`src/rtl/fetch_decode_queue.sv`:
```
// Purpose: LC-3b fetch->decode instruction queue holding {pc, instr}; exposes opcode and raw imm bits of the head.
// Latency: 1 cycle push-to-head; 0 cycles with FDQ_BYPASS_EN when empty (fall-through).
// Backpressure: if_ready = !rst & !full, independent of id_ready; full+pop frees a slot the next cycle.
//
// Ports:
//   clk, rst                  clock, synchronous active-high reset
//   flush                     drop all entries (redirect)
//   if_valid/if_ready         fetch handshake, if_instr/if_pc payload
//   id_valid/id_ready         decode handshake, id_instr/id_pc head payload
//   id_opcode, id_imm_bits    wiring from id_instr for the sign-extension unit
//   id_count                  occupancy 0..DEPTH
// Optional feature macro: FDQ_BYPASS_EN (zero-latency fall-through when empty).
module fetch_decode_queue #(
    parameter int DEPTH = 4
) (
    input  logic                         clk,
    input  logic                         rst,
    input  logic                         flush,
    input  logic                         if_valid,
    output logic                         if_ready,
    input  logic [15:0]                  if_instr,
    input  logic [15:0]                  if_pc,
    output logic                         id_valid,
    input  logic                         id_ready,
    output logic [15:0]                  id_instr,
    output logic [15:0]                  id_pc,
    output logic [3:0]                   id_opcode,
    output logic [15:0]                  id_imm_bits,
    output logic [$clog2(DEPTH):0]       id_count
);

    localparam int PTR_W = $clog2(DEPTH);
    localparam logic [PTR_W:0] FULL_CNT = (PTR_W+1)'(DEPTH);

    // Each entry is {pc, instr}.
    logic [31:0]      mem_q [DEPTH];
    logic [31:0]      mem_d [DEPTH];
    logic [PTR_W-1:0] rd_ptr_q, rd_ptr_d;
    logic [PTR_W-1:0] wr_ptr_q, wr_ptr_d;
    logic [PTR_W:0]   count_q, count_d;

    logic [31:0]      head;
    logic             byp_act;
    logic             byp_take;
    logic             push;
    logic             pop;
    logic             push_wr;
    logic             pop_rd;

    always_comb begin
        if_ready = !rst && (count_q != FULL_CNT);
`ifdef FDQ_BYPASS_EN
        // Empty queue: the incoming word is presented to decode in the same cycle.
        byp_act  = (count_q == '0) && if_valid && !flush && !rst;
        head     = byp_act ? {if_pc, if_instr} : mem_q[rd_ptr_q];
`else
        byp_act  = 1'b0;
        head     = mem_q[rd_ptr_q];
`endif
        id_valid = byp_act || (count_q != '0);
        push     = if_valid && if_ready;
        pop      = id_valid && id_ready;
        // A fall-through word taken by decode never touches storage.
        byp_take = byp_act && id_ready;
        push_wr  = push && !byp_take && !flush;
        pop_rd   = pop && !byp_take && !flush;
    end

    assign id_instr    = head[15:0];
    assign id_pc       = head[31:16];
    assign id_opcode   = id_instr[15:12];
    assign id_imm_bits = {5'b0, id_instr[10:0]};
    assign id_count    = count_q;

    always_comb begin
        mem_d    = mem_q;
        rd_ptr_d = rd_ptr_q;
        wr_ptr_d = wr_ptr_q;
        count_d  = count_q;
        if (flush) begin
            rd_ptr_d = '0;
            wr_ptr_d = '0;
            count_d  = '0;
        end else begin
            if (push_wr) begin
                mem_d[wr_ptr_q] = {if_pc, if_instr};
                wr_ptr_d        = wr_ptr_q + 1'b1;
            end
            if (pop_rd) begin
                rd_ptr_d = rd_ptr_q + 1'b1;
            end
            if (push_wr && !pop_rd) begin
                count_d = count_q + 1'b1;
            end else if (pop_rd && !push_wr) begin
                count_d = count_q - 1'b1;
            end
        end
    end

    always_ff @(posedge clk) begin
        if (rst) begin
            for (int i = 0; i < DEPTH; i++) begin
                mem_q[i] <= '0;
            end
            rd_ptr_q <= '0;
            wr_ptr_q <= '0;
            count_q  <= '0;
        end else begin
            mem_q    <= mem_d;
            rd_ptr_q <= rd_ptr_d;
            wr_ptr_q <= wr_ptr_d;
            count_q  <= count_d;
        end
    end

    // Occupancy stays within 0..DEPTH.
    always_ff @(posedge clk) begin
        if (!rst) begin
            assert (count_q <= FULL_CNT);
            assert (!(pop_rd && (count_q == '0)));
        end
    end

endmodule

```
`config.mk`:
```
export PLATFORM = sky130hd
export DESIGN_NAME = fetch_decode_queue
export DESIGN_NICKNAME = d
export VERILOG_FILES = /design/src/rtl/fetch_decode_queue.sv
export SDC_FILE = /design/constraint.sdc
export NUM_CORES = 1
export LEC_CHECK = 0
export BUFFER_PORTS_ARGS = -buffer_cell sky130_fd_sc_hd__buf_2
export CAP_MARGIN = 20
export CORE_MARGIN = 4
export CORE_UTILIZATION = 55
export CTS_BUF_LIST = sky130_fd_sc_hd__clkbuf_16
export CTS_CLUSTER_SIZE = 8
export DETAILED_ROUTE_END_ITERATION = 10
export PLACE_DENSITY = 0.74
export SLEW_MARGIN = 20
export SYNTH_ARGS = -nofsm -noshare
export SYNTH_HDL_FRONTEND = slang
export SYNTH_SLANG_ARGS = --single-unit
```
`constraint.sdc`:
```
create_clock -name clk -period 2.7 [get_ports clk]
set_input_delay 0.405 -clock clk [delete_from_list [all_inputs] [get_ports clk]]
set_output_delay 0.405 -clock clk [all_outputs]
set_load 0.03 [all_outputs]
```
==> results of run 1 <==
per-stage QoR:
stage          hold slack, ns  utilization  cell area (sq um)
6_report                0.265        0.630               7160
4_1_cts                 0.251        0.630               7160
2_1_floorplan           0.451            -               6390
3_5_place_dp            0.464        0.578               6570
3_3_place_gp            0.456        0.578               6570
5_1_grt                 0.263        0.630               7160
state kept, by name, indices dropped and copies added, names as in the netlist:
name and cells:
id_count 3, wr_ptr_q 2, mem_q 128, rd_ptr_q 2
what timing repair did:
item                       CTS  global route
setup endpoints to repair    0            12
hold buffers                 0             0
gates resized for setup      0             1
hold endpoints to repair     0             0
tightest hold or removal path, stage by stage:
cell and delay (ns):
buf_2 0.12, nand3_1 0.06, a21oi_1 0.05
per-layer routing:
| metal | routed length (microns) | GRT usage | share of wire | vias to the layer above |
|---|---|---|---|---|
| met2 | 8500 | 0.437 | 0.50 | 263 |
| met3 | 1430 | 0.0632 | 0.084 | 34 |
| li1 | - | - | - | 2597 |
| met4 | 304 | 0.109 | 0.018 | 2 |
| met5 | 12 | 0 | 0.00071 | - |
| met1 | 6730 | 0.323 | 0.40 | 2753 |
cell usage after synthesis, types with 3 or more instances:
library cell	count
mux4_2	32
buf_2	22
mux2i_1	3
o21ai_0	129
buf_6	14
ha_1	5
a21oi_1	130
nand3_1	128
dfxtp_1	135
nor2_1	4
or3_1	3
nand4bb_1	4
and4bb_1	4
buf_4	34
inv_1	4
clkbuf_1	30
cell type report:
class	count	area [sq um]	area share
multi-input cells	462	3030	0.424
flip-flops and latches	135	2710	0.378
repair buffers	110	633	0.0884
clock buffers	17	425	0.0594
well taps	143	179	0.0250
clock inverters	15	166	0.0232
inverters	4	15.0	0.00210
kinds of logic after synthesis:
| kind of cell | synth area share |
|---|---|
| fa+ha+maj | 0.0129 |
| simple gates | 0.132 |
| flops | 0.424 |
| xor+xnor | 0.00275 |
| buf+inv | 0.104 |
| mux | 0.118 |
| other cells | 0.000588 |
| compound gates | 0.206 |
worst max path at each step:
stage,end,slack (ns),cells past startpoint
floorplan,id_count[2]$_SDFFE_PP0P_,0.36,9
global placement,id_count[2]$_SDFFE_PP0P_,0.43,9
detailed placement,id_count[2]$_SDFFE_PP0P_,0.36,9
CTS,id_pc[1],0.04,3
global route,id_imm_bits[4],0.15,3
finish,id_imm_bits[8],0.18,3
power breakdown:
part / internal (mW) / switching [mW] / leakage (nW) / total, mW
registers: 2.02 / 0.0167 / 1.09 / 2.03
logic: 0.0989 / 0.230 / 1.15 / 0.329
clock network: 1.38 / 0.926 / 0.275 / 2.30
==> impl_metrics.csv, run 1 <==
group,metric,value,unit
finish,layout-drive-gt1-share,0.242,
worst_setup_path,cpMaxStageDelayCell,"dfxtp_2",
worst_setup_path,crit_path_cell_trace,"buf_4 -> mux4_2 -> buf_2",
yosys,synth_top_cell_by_area,"dfxtp_1",
timing,report.final.slew_viol_count,0,
power,total_power,4.66,mW
place,routabilityCongestion,0.754,
worst_setup_path,cp.arrival,2.11,ns
timing,max_slew_margin,0.373,
power,p_leak,2.52,nW
drt,vias,5649,
floorplanning,initial_core_util,0.561,
finish,final_common_cell,"dfxtp_1",
floorplanning,core_area,11400,sq um
finish,final_cells,886,
yosys,syn-cell-area,6380,sq um
timing,rsz0062_at_grt,"no",
yosys,synth-seq-area-share,0.424,
worst_hold_path,hold_depth,3,
power,power_density,651,nW/um^2
global_routing,grt_overflow,0,
finish,antennaDiodeCount,0,
worst_setup_path,worstReg2RegEnd,"mem_q[49]$_SDFFE_PP0P_",
drt,postRouteAntennaNets,0,
finish,fillCellCount,924,
yosys,ys.flop_type,"dfxtp_1",
global_routing,grt_usage,0.261,
floorplanning,ios,94,
power,peakVddDrop,643,uV
timing,setup_tns,0,ns
worst_setup_path,reg2reg_setup_slack,0.31,ns
floorplanning,die_w,116,microns
timing,finClkSkew,0.00702,ns
timing,worstMarginPinSlew,0.940,ns
clock_tree,clock_latency,0.42,ns
place,io_buffers,88,
yosys,ys_warn_count,0,
drt,first_pass_iters,7,
timing,finalCriticalPeriod,2.52,ns
run_status,status,"finished clean",
global_routing,grt_max_degree,90,
worst_setup_path,required,2.30,ns
timing,finalCritPeriodShare,0.932,
timing,clock.fmax,0.397,GHz
drt,wire_per_inst,19.2,microns
drt,wirelength,17000,microns
place,place_hpwl,10100,microns
floorplanning,die_h,116,microns
worst_hold_path,hold_path.class,"input port to register",
clock_tree,clockBufferDepth,2,
clock_tree,numCtsBuffers,17,
place,dp.cells,854,
yosys,syn_inst,698,
worst_setup_path,path_delay_family,"flip-flops",
worst_setup_path,crit_start,"rd_ptr_q[0]$_SDFFE_PP0P_",
clock_tree,cts_tree,"yes",
worst_setup_path,cp_max_fo,24,
clock_tree,postCtsSetupRepairBufs,0,
global_routing,antenna_found_initial,1,
finish,syn_to_final_growth,12.3,%
yosys,synth.distinct_cells,30,
worst_setup_path,critPathMaxStageDelay,0.79,ns
drt,post_drt_via_cell_ratio,6.38,
worst_setup_path,reg2reg_depth,5,
clock_tree,cts-root-buf,"clkbuf_16",
clock_tree,htreeDepth,4,
drt,drt_iter0_drc,656,
timing,final_hold_viol_count,0,
worst_setup_path,start_kind,"register",
worst_setup_path,path_buf_inv,2,
yosys,synth_area_leaders,"dfxtp_1, mux4_2, a21oi_1, o21ai_0, nand3_1",
floorplanning,die_area,13400,sq um
yosys,synthDominantCellAreaShare,0.424,
worst_setup_path,reg2reg_from,"id_count[0]$_SDFFE_PP0P_",
place,pre_cts_ws,0.360,ns
global_routing,grt_pass1_vias,5524,
clock_tree,clock-sinks,135,
finish,nets,773,
yosys,synth_edf_count,0,
yosys,ys_ff_latch,135,
flow_run,maxCapViolCount,0,
yosys,synth_async_sr_flop_share,0,
worst_setup_path,critPathKind,"register to output port",
worst_hold_path,min_to,"mem_q[95]$_SDFFE_PP0P_",
finish,final_cell_mix,"dfxtp_1, a21oi_1, o21ai_0, nand3_1, buf_2",
worst_setup_path,worstSetupEndpointType,"output port",
timing,setup_violations,0,
worst_hold_path,hold_start,"if_pc[15]",
clock_tree,clk_pin_slew,0.06,ns
drt,drcViolationCount,0,
floorplanning,placementRows,39,
global_routing,grt_pass1_wl,27500,microns
timing,setup_ws,0.182,ns
yosys,syn_avg_cell_area,9.14,sq um
(Power assumes the default switching activity.)
==> run 2, diff against run 1 <==
--- a/config.mk
+++ b/config.mk
@@ -7,12 +7,14 @@
 export LEC_CHECK = 0
 export BUFFER_PORTS_ARGS = -buffer_cell sky130_fd_sc_hd__buf_2
 export CAP_MARGIN = 20
+export CELL_PAD_IN_SITES_DETAIL_PLACEMENT = 1
+export CELL_PAD_IN_SITES_GLOBAL_PLACEMENT = 2
 export CORE_MARGIN = 4
-export CORE_UTILIZATION = 55
+export CORE_UTILIZATION = 35
 export CTS_BUF_LIST = sky130_fd_sc_hd__clkbuf_16
 export CTS_CLUSTER_SIZE = 8
 export DETAILED_ROUTE_END_ITERATION = 10
-export PLACE_DENSITY = 0.74
+export PLACE_DENSITY = 0.76
 export SLEW_MARGIN = 20
 export SYNTH_ARGS = -nofsm -noshare
 export SYNTH_HDL_FRONTEND = slang
==> run 2 against run 1 <==
Compared with the run above: critical path depth stayed put; via count is 0.53% lower; sequential cell count stayed put; non-clock buffer count decreased by 1; sequential share of layout area decreased by 0.62 points; first-iteration DRC count fell by 45%; setup slack better by 0.047 ns; fmax grew 1.9%; total power increased by 0.40%; largest cell class unchanged.
==> impl_metrics.csv, run 2 (synthesis gave the netlist of run 1 again) <==
group,metric,value,unit
drt,maxUsedRoutingLayer,"met4",
global_routing,grt_pass1_wl,32900,microns
finish,final_cell_mix,"dfxtp_1, a21oi_1, o21ai_0, nand3_1, buf_2",
flow_run,maxCapViolCount,0,
drt,postRouteAntennaNets,0,
timing,finalCriticalPeriod,2.47,ns
drt,drcViolationCount,0,
global_routing,grt_max_degree,86,
power,p_leak,2.53,nW
finish,multi_input_area,3050,sq um
drt,first_pass_iters,5,
timing,finalCritPeriodShare,0.915,
clock_tree,numCtsBuffers,17,
timing,final_hold_viol_count,0,
clock_tree,postCtsSetupRepairBufs,0,
drt,post_drt_via_cell_ratio,5.79,
power,power_density,643,nW/um^2
worst_setup_path,required,2.30,ns
floorplanning,core_area,18000,sq um
clock_tree,clock_latency,0.42,ns
drt,vias,5619,
finish,largest_register,"mem_q",
clock_tree,htreeDepth,4,
global_routing,grt_pass1_vias,5960,
floorplanning,die_area,20400,sq um
clock_tree,clockBufferDepth,2,
global_routing,antenna_found_initial,0,
floorplanning,placementRows,49,
timing,setup_tns,0,ns
finish,syn_to_final_growth,14.1,%
timing,finClkSkew,0.0106,ns
worst_hold_path,hold_path.class,"input port to register",
worst_setup_path,cp.arrival,2.07,ns
clock_tree,cts_resized,1,
finish,fillCellCount,2083,
finish,nets,772,
place,routabilityCongestion,0.763,
place,io_buffers,88,
finish,design_area,7280,sq um
run_status,status,"finished clean",
finish,final_common_cell,"dfxtp_1",
clock_tree,clk_pin_slew,0.06,ns
timing,setup_violations,0,
place,place_area,6700,sq um
floorplanning,ios,94,
timing,max_slew_margin,0.465,
drt,drt_iter0_drc,359,
global_routing,grt_overflow,0,
timing,worstMarginPinSlew,0.802,ns
clock_tree,clock-sinks,135,
clock_tree,cts_tree,"yes",
finish,largest_reg_flops,128,
finish,layout-drive-gt1-share,0.244,
worst_setup_path,critPathKind,"register to output port",
worst_setup_path,cp_max_fo,18,
power,peakVddDrop,422,uV
finish,antennaDiodeCount,0,
floorplanning,die_w,143,microns
finish,seq_area,2710,sq um
place,place_hpwl,12100,microns
drt,wirelength,20600,microns
timing,report.final.slew_viol_count,0,
drt,wl_met3,956,microns
worst_setup_path,reg2reg_depth,9,
floorplanning,die_h,143,microns
drt,wl_met2,10200,microns
clock_tree,holdBufCountCts,0,
timing,clock.fmax,0.405,GHz
drt,wire_per_inst,21.2,microns
global_routing,grt_usage,0.204,
clock_tree,cts-root-buf,"clkbuf_16",
drt,wl_met1,9160,microns
floorplanning,initial_core_util,0.355,
worst_hold_path,hold_depth,3,
worst_setup_path,worstSetupEndpointType,"output port",
worst_setup_path,start_kind,"register",
timing,rsz0062_at_grt,"no",
run 2: cell count changes in the layout (fill, tap and decap cells not counted):
cell        change
buf_4           -2
inv_8           -1
clkinvlp_4      -3
buf_12          +1
inv_6           -3
nand4bb_2       +4
clkinv_2        +1
clkinv_1        +2
clkinv_4        +4
nand4bb_1       -4
run 2: layer usage:
layer,track usage,up-vias
met5,0,-
met4,0.0660,0
met3,0.0358,13
met2,0.340,130
met1,0.269,2888
li1,-,2588
run 2: stage by stage:
step / instances / total power [mW] / setup slack [ns] / utilization / hold WS (ns)
floorplan: 702 / 2.31 / 0.362 / - / 0.451
global placement: 939 / 2.41 / 0.366 / 0.373 / 0.456
detailed placement: 939 / 2.42 / 0.265 / 0.373 / 0.467
CTS: 971 / 4.73 / 0.177 / 0.405 / 0.247
global route: 971 / 4.85 / 0.119 / 0.405 / 0.259
finish: 971 / 4.68 / 0.230 / 0.405 / 0.263
run 2: critical path: stages, from the launching register on:
cell     delay (ns)
dfxtp_4        0.61
buf_4          0.29
mux4_2         0.53
buf_2          0.20
run 2: path summary, 6_finish.rpt:
path,startpoint,to,slack (ns)
worst min-delay path,if_pc[10],mem_q[26]$_SDFFE_PP0P_,0.26
worst max-delay path,rd_ptr_q[1]$_SDFFE_PP0P_,id_instr[13],0.23
worst min register to register,mem_q[38]$_SDFFE_PP0P_,mem_q[38]$_SDFFE_PP0P_,0.47
worst max register to register,id_count[0]$_SDFFE_PP0P_,id_count[2]$_SDFFE_PP0P_,0.42
run 2: area by class of cell:
cell class,instances,share of cell area
well taps,229,0.0394
repair buffers,109,0.0876
clock buffers,17,0.0584
flip-flops and latches,135,0.372
inverters,4,0.00206
multi-input cells,462,0.419
clock inverters,15,0.0211
run 2: where the power goes:
group | switching (mW) | total [mW] | internal, mW
registers | 0.0159 | 2.03 | 2.02
clock network | 0.944 | 2.31 | 1.36
logic | 0.245 | 0.346 | 0.102
total | 1.21 | 4.68 | 3.48
